**src/rtl/sec_stage.sv**
```systemverilog
// Seconds stage: DIV prescaler, BCD 00..59 count, run/pause/halt FSM, 7-seg out.
// Optional lap-freeze display under SEC_STAGE_LAP_EN (adds LAP input).
module sec_stage #(
  parameter int DIV = 50000000
) (
  input  logic       CLK,
  input  logic       RST_N,
`ifdef SEC_STAGE_LAP_EN
  input  logic       LAP,
`endif
  input  logic       START,
  input  logic       PAUSE,
  input  logic       CLEAR,
  input  logic       LOAD,
  input  logic [2:0] LOAD_TENS,
  input  logic [3:0] LOAD_UNITS,
  input  logic       MIN_MAX,
  output logic       CLK_OUT,
  output logic [6:0] SEG_U,
  output logic [6:0] SEG_T,
  output logic       RUNNING,
  output logic       DONE
);

  localparam int PW = (DIV > 2) ? $clog2(DIV) : 1;

  typedef enum logic [1:0] {
    S_IDLE,
    S_RUN,
    S_PAUSE,
    S_HALT
  } state_t;

  state_t        state;
  state_t        state_nx;
  logic [PW-1:0] pre;
  logic [2:0]    tens;
  logic [3:0]    units;
  logic          carry;
  logic [2:0]    disp_t;
  logic [3:0]    disp_u;

  logic load_ok;
  logic run_go;
  logic tick;
  logic roll;
  logic go_pause;
  logic go_run;
  logic go_halt;

  function automatic logic [6:0] seg7(input logic [3:0] d);
    logic [6:0] s;
    case (d)
      4'd0:    s = 7'b1111110;
      4'd1:    s = 7'b0110000;
      4'd2:    s = 7'b1101101;
      4'd3:    s = 7'b1111001;
      4'd4:    s = 7'b0110011;
      4'd5:    s = 7'b1011011;
      4'd6:    s = 7'b1011111;
      4'd7:    s = 7'b1110000;
      4'd8:    s = 7'b1111111;
      4'd9:    s = 7'b1111011;
      default: s = 7'b0000000;
    endcase
    return s;
  endfunction

  // Mutually exclusive terms encode CLEAR > LOAD > PAUSE > START > tick.
  always_comb begin
    load_ok  = LOAD & ((state == S_IDLE) | (state == S_PAUSE));
    run_go   = (state == S_RUN) & ~CLEAR & ~PAUSE;
    tick     = run_go & (pre == PW'(DIV - 1));
    roll     = tick & (tens == 3'd5) & (units == 4'd9);
    go_pause = (state == S_RUN) & PAUSE & ~CLEAR;
    go_run   = ((state == S_IDLE) | (state == S_PAUSE))
             & START & ~CLEAR & ~load_ok;
    go_halt  = roll & MIN_MAX;
  end

  always_ff @(posedge CLK or negedge RST_N) begin
    if (!RST_N) state <= S_IDLE;
    else        state <= state_nx;
  end

  always_comb begin
    state_nx = state;
    unique case (1'b1)
      CLEAR:    state_nx = S_IDLE;
      go_pause: state_nx = S_PAUSE;
      go_run:   state_nx = S_RUN;
      go_halt:  state_nx = S_HALT;
      default:  state_nx = state;
    endcase
  end

  always_comb begin
    RUNNING = (state == S_RUN);
    DONE    = (state == S_HALT);
    CLK_OUT = carry;
  end

  // Resume from PAUSE keeps the partial period; only a fresh start zeroes it.
  always_ff @(posedge CLK or negedge RST_N) begin
    if (!RST_N) begin
      pre <= '0;
    end else if (CLEAR | load_ok | (go_run & (state == S_IDLE))) begin
      pre <= '0;
    end else if (run_go) begin
      pre <= tick ? '0 : pre + PW'(1);
    end
  end

  always_ff @(posedge CLK or negedge RST_N) begin
    if (!RST_N) begin
      tens  <= '0;
      units <= '0;
      carry <= 1'b0;
    end else begin
      carry <= roll & ~MIN_MAX;
      if (CLEAR) begin
        tens  <= '0;
        units <= '0;
      end else if (load_ok) begin
        tens  <= (LOAD_TENS > 3'd5) ? 3'd5 : LOAD_TENS;
        units <= (LOAD_UNITS > 4'd9) ? 4'd9 : LOAD_UNITS;
      end else if (tick) begin
        if (roll) begin
          if (!MIN_MAX) begin
            tens  <= '0;
            units <= '0;
          end
        end else if (units == 4'd9) begin
          units <= '0;
          tens  <= tens + 3'd1;
        end else begin
          units <= units + 4'd1;
        end
      end
    end
  end

`ifdef SEC_STAGE_LAP_EN
  logic       lap_q;
  logic       frozen;
  logic [2:0] lap_t;
  logic [3:0] lap_u;
  logic       lap_rise;

  assign lap_rise = LAP & ~lap_q;

  always_ff @(posedge CLK or negedge RST_N) begin
    if (!RST_N) begin
      lap_q  <= 1'b0;
      frozen <= 1'b0;
      lap_t  <= '0;
      lap_u  <= '0;
    end else begin
      lap_q <= LAP;
      if (CLEAR | (state_nx != S_RUN)) begin
        frozen <= 1'b0;
      end else if (lap_rise) begin
        if (frozen) begin
          frozen <= 1'b0;
        end else if (state == S_RUN) begin
          frozen <= 1'b1;
          lap_t  <= tens;
          lap_u  <= units;
        end
      end
    end
  end

  always_comb begin
    disp_t = frozen ? lap_t : tens;
    disp_u = frozen ? lap_u : units;
  end
`else
  always_comb begin
    disp_t = tens;
    disp_u = units;
  end
`endif

  always_comb begin
    SEG_U = seg7(disp_u);
    SEG_T = seg7({1'b0, disp_t});
  end

endmodule

```
**config.mk**
```make
export PLATFORM = sky130hd
export DESIGN_NAME = sec_stage
export DESIGN_NICKNAME = d
export VERILOG_FILES = /design/src/rtl/sec_stage.sv
export SDC_FILE = /design/constraint.sdc
export NUM_CORES = 1
export LEC_CHECK = 0
export CAP_MARGIN = 20
export CORE_MARGIN = 8
export CORE_UTILIZATION = 55
export CTS_BUF_LIST = sky130_fd_sc_hd__clkbuf_8
export CTS_CLUSTER_DIAMETER = 60
export DETAILED_ROUTE_END_ITERATION = 8
export PLACE_DENSITY = 0.78
export SYNTH_ARGS = -nofsm -noshare
export SYNTH_HDL_FRONTEND = slang
export SYNTH_SLANG_ARGS = --single-unit
```
**constraint.sdc**
```tcl
create_clock -name CLK -period 2.48 [get_ports CLK]
set_input_delay 0.744 -clock CLK [delete_from_list [all_inputs] [get_ports CLK]]
set_output_delay 0.744 -clock CLK [all_outputs]
set_load 0.02 [all_outputs]
```
# Yosys cells after proc, flatten, opt, wreduce, memory -nomap -nowiden

Memory sizes are Yosys's and may differ from the RTL's.
Cells that the tools add are included.

Register bits after elaboration: 36
Bits in read-only memories: 168
Output and inout port bits: 17
Memories kept: 2

Add/subtract/negate cells: 3
Magnitude comparators: 2
Equal/unequal tests: 7
Mux-type cells: 18
Bitwise gates (word level): 21
Reductions and logical operators: 7

Memories:

| name             | words | width | rd ports | clocked after memory_dff | write ports | line | text |
|---|---|---|---|---|---|---|---|
| (name not given) | 16    | 7     | 1        | 0                        | 0           | 53   | `case (d)` |
| (name not given) | 8     | 7     | 1        | 0                        | 0           | 53   |  |

Operators by type and width:

| operator                                                         | count |
|---|---|
| 26-bit two-way mux                                               | 3 |
| 4-bit two-way mux                                                | 7 |
| 26-bit by 1-bit adder with 26-bit output (second input constant) | 1 |
| 26-bit == test (second input constant)                           | 1 |
| 3-bit two-way mux                                                | 7 |
| 1-bit AND                                                        | 14 |
| 2-bit case mux with 4 select lines                               | 1 |
| 4-bit nonzero test                                               | 2 |
| 4-bit by 1-bit adder with 4-bit output (second input constant)   | 1 |
| 2-bit == test (second input constant)                            | 2 |
| 4-bit == test (second input constant)                            | 1 |
| 4-bit greater-than comparator (second input constant)            | 1 |
| 4-bit != test (second input constant)                            | 1 |
| 1-bit NOT                                                        | 4 |
| 3-bit by 1-bit adder with 3-bit output (second input constant)   | 1 |
| 3-bit == test (second input constant)                            | 1 |
| 3-bit greater-than comparator (second input constant)            | 1 |
| 1-bit OR                                                         | 3 |
| 3-bit AND reduction                                              | 1 |
| 3-bit nonzero test                                               | 1 |
| 2-bit by 1-bit == test with 1-bit output (second input constant) | 1 |
| 2-bit logical NOT                                                | 1 |
| 2-bit AND reduction                                              | 1 |
| 2-bit nonzero test                                               | 1 |

# Depth between registers and ports, before layout

Gate-level depths: netlist (run 1).

Depth in word-level cells: 10
Depth in mapped cells: 7

# Worst setup path after synthesis (run 1)

No wires, ideal clock.

Path kind: input-to-reg
Start point: in CLEAR
End point: reg tens[1] (netlist: disp_t[1])
Library setup time: 125 ps
Data arrival time: 2,180 ps
Required time: 2,355 ps
Slack: 175 ps
Cell stages on the path: 6
Path buffers: 1
Path through: buf_6 -> or4b_4 -> nor4_4 -> and2_4 -> a21oi_2 -> mux2_4

Word-level cells in the longest chain between the ends: 10
Elaborated cells on any way between the ends: 14

Ends and longest elaborated chain:

| element                 | line | text |
|---|---|---|
| start, declared         | 13   | `input logic CLEAR,` |
| 1-bit NOT               | 72   | `run_go = (state == S_RUN) & ~CLEAR & ~PAUSE;` |
| 1-bit AND (2 in series) | 72   |  |
| 1-bit AND               | 73   | `tick = run_go & (pre == PW'(DIV - 1));` |
| 1-bit AND (2 in series) | 74   | `roll = tick & (tens == 3'd5) & (units == 4'd9);` |
| 3-bit two-way mux       | 128  | `if (roll) begin` |
| 3-bit two-way mux       | 127  | `end else if (tick) begin` |
| 3-bit two-way mux       | 124  | `end else if (load_ok) begin` |
| 3-bit two-way mux       | 121  | `if (CLEAR) begin` |
| end signal, assigned    | 125  | `tens <= (LOAD_TENS > 3'd5) ? 3'd5 : LOAD_TENS;` |
| end signal, assigned    | 135  | `tens <= tens + 3'd1;` |
| end, declared           | 37   | `logic [2:0] tens;` |

Several ways; a longest one is shown, not always the timed one. The select of a mux whose other input is x is not followed.
A chain may end at the register's enable or synchronous reset.

# Final worst setup path (run 1)

Start point: reg units[1] (netlist: disp_u[1])
End point: out SEG_U[5]

Word-level cells in the longest chain between the ends: 1

Ends and longest elaborated chain:

| element                | line | text |
|---|---|---|
| start, declared        | 38   | `logic [3:0] units;` |
| start signal, assigned | 126  | `units <= (LOAD_UNITS > 4'd9) ? 4'd9 : LOAD_UNITS;` |
| start signal, assigned | 137  | `units <= units + 4'd1;` |
| memory 16 x 7 bit      | -    |  |
| end, declared          | 19   | `output logic [6:0] SEG_U,` |

Every way passes these cells.

==> qor.csv, run 1 <==
metric,value,unit
slew margin rel.,69.7,%
Area Overhead vs Synth,21.3,%
part of the Yosys area used for sequential elements,34.8,%
Pins Over Slew Limit,0,
"Slowest-stage cell, CP",dfrtp_1,
syn_nets,316,
synthesis-stage register bit count,36,
crit path max fanout,6,
Final Hold Vio Count,0,
number of global-route vias before repair,2245,
DRT Pass-1 Iters,4,
hold path startpoint,pre[24],
first-pass GRT wire length,10600,um
most frequent cell after synthesis,dfrtp_1,
clock tree from TritonCTS,done,
DRC viols,0,
"Clk Latency, worst-skew pair",0.29,ns
DP Wirelength,4410,um
Crit Path Class,reg2out,
Critical Path End Type,primary output,
Routed Antenna Nets,0,
largest area contributor in the netlist,dfrtp_1,
PnR Total Power,1460,uW
# nets final,362,
Critical path origin,disp_u[1],
Die Width,84.6,um
CORE AREA,4630,um2
Starting Density,55.9,%
reg2reg start,disp_u[1],
# hold bufs at CTS,0,
Synth top cells by count,"36 x dfrtp_1, 24 x nor2_1, 21 x nand2_1, 20 x xor2_1, 16 x ha_1",
Vias/cell,5.85,
ratio of cells with drive above 1 in the final layout,13.5,%
Hold Slack,0.528,ns
required time of the critical path,1.74,ns
Post-Syn Instances,286,
"Setup Fix Bufs, Post-CTS",0,
RSZ-0062 raised after global routing,false,
Synth Warn #,0,
CTS max path bufs,2,
overflow left after global routing,0,
max_cap viols,0,
std cell rows,25,
startpoint types,flip-flop,
TritonCTS buffer count,5,
Post-synth EDFFs,0,
number of port buffers,30,
Final period util,96.3,%
GP Congestion,0.844,
fmax,419,MHz
multi-input logic area,1570,um2
Post-synth top flop,dfrtp_1,
Final Setup Violations,0,
clk_skew,0.00724,ns
Tot GR Track Use,17.8,%
status,"finished, final reports clean",
Final min period,2.39,ns
crit path cell chain,inv_1 -> ha_1 -> o21ai_0 -> dlygate4sd2_1,
"Async S/R FF share, synth",100,%
H-Tree Depth,2,
# IOs,31,
Reg area,902,um2
full die area,7160,um2
initial antenna violation count,0,
Least-Margin Pin Slew,0.454,ns
Root Driver,clkbuf_8,
main area contributors after synthesis,"dfrtp_1 35%, ha_1 7.7%, xor2_1 6.8%",
reg2reg path depth,6,
post-synthesis cell area,2590,um2
"Arr. time, crit path",1.64,ns
Chip Height,84.6,um
Worst Hold Depth,1,
routed wire length,6010,um
diode count,0,
pin count of the biggest net entering global routing,37,
post-synth top area share,34.8,%
Wirelength per Cell,15.5,um
leakage,0.00138,uW
Clock Pin Slew Worst Setup and Hold Paths,0.07,ns
Fillers,409,
Iter 0 DRT Violations,76,
Max stage delay on crit path,0.38,ns
Hold Crit Class,reg2reg,
Vias,2263,
syn avg cell area,9.05,um2
post-synthesis cell type count,50,
Max rail drop VDD,0.000362,V
PD cells,464,nW/um2
clock sinks,36,
==> stage by stage <==
step | setup WS, ns | TNS (ns) | utilization, % | area [um2] | cells
2_1_floorplan | 0.175 | 0 | - | 2590 | 286
3_3_place_gp | -0.175 | -4.68 | 66.2 | 3070 | 379
3_5_place_dp | -0.222 | -6.29 | 66.2 | 3070 | 379
4_1_cts | 0.0111 | 0 | 67.8 | 3140 | 387
5_1_grt | 0.000227 | 0 | 67.8 | 3140 | 387
6_report | 0.0923 | 0 | 67.8 | 3140 | 387
==> final cells by class <==
type,count,share of cell area (%)
Inverter,13,1.56
Sequential cell,36,28.7
Clock inverter,2,0.239
Tap cell,54,2.15
Clock buffer,6,2.63
Timing Repair Buffer,52,14.6
Multi-Input combinational cell,224,50.1
==> metal layers <==
metal	wire length [um]	track usage [%]
met2	2790	29.6
met3	382	5.07
met5	0	0
met1	2740	21.6
met4	97	5.83
==> flip-flops by register name, indices dropped and copies added (netlist names) <==
signal,count
CLK_OUT,1
pre,26
disp_u,4
disp_t,3
state,2
==> where the power goes <==
group | leakage [uW] | switching (uW) | internal, uW
logic | 0.000832 | 232 | 178
clock network | 0.0000538 | 201 | 218
registers | 0.000495 | 25.8 | 603
==> final timing paths <==
check	end	slack, ns
max reg2reg	disp_u[2]	0.53
min in group asynchronous	CLK_OUT	0.87
min	pre[24]	0.53
min reg2reg	pre[24]	0.53
max in group asynchronous	disp_u[2]	1.27
max	SEG_U[5]	0.09
==> logic make-up (layout without fill, tap and decap cells) <==
kind of cell	after synthesis	in the layout	synth area share, %
xor+xnor	22	22	7.45
flops	36	36	34.8
simple gates	109	109	23.5
compound gates	70	70	18.4
fa+ha+maj	16	16	7.74
mux	7	7	3.53
buf+inv	26	73	4.50
==> worst max-delay path, delay by kind of cell (launching register included) <==
| family | cells | cell delay, ns |
|---|---|---|
| buffers and inverters | 2 | 0.53 |
| DFF | 1 | 0.38 |
| adders and majority gates | 1 | 0.28 |
| AOI/OAI and AO/OA | 1 | 0.17 |
==> placed cells by master, fill, tap and decap left out, types with 9 or more instances in the layout <==
master / Yosys / routed
dfrtp_1: 36 / 35
nand2_1: 21 / 21
a21oi_1: 14 / 14
clkdlybuf4s50_1: 0 / 16
nand2b_1: 10 / 10
xor2_1: 20 / 20
dlygate4sd2_1: 0 / 9
nor2_1: 24 / 24
nand3_1: 11 / 11
inv_1: 13 / 15
o21ai_0: 14 / 14
ha_1: 16 / 16
buf_4: 1 / 21
==> timing repair <==
action                     4_1_cts  5_1_grt
resized for setup               15        9
setup endpoints to repair       14        5
cloned                           0        0
Note: power is estimated with default switching activity, not from simulation.
==> run 2, diff against run 1 <==
- SLEW_MARGIN: unset -> 20
==> results of run 2 <==
Final layout, timing and power as in run 1 (identical DEF).
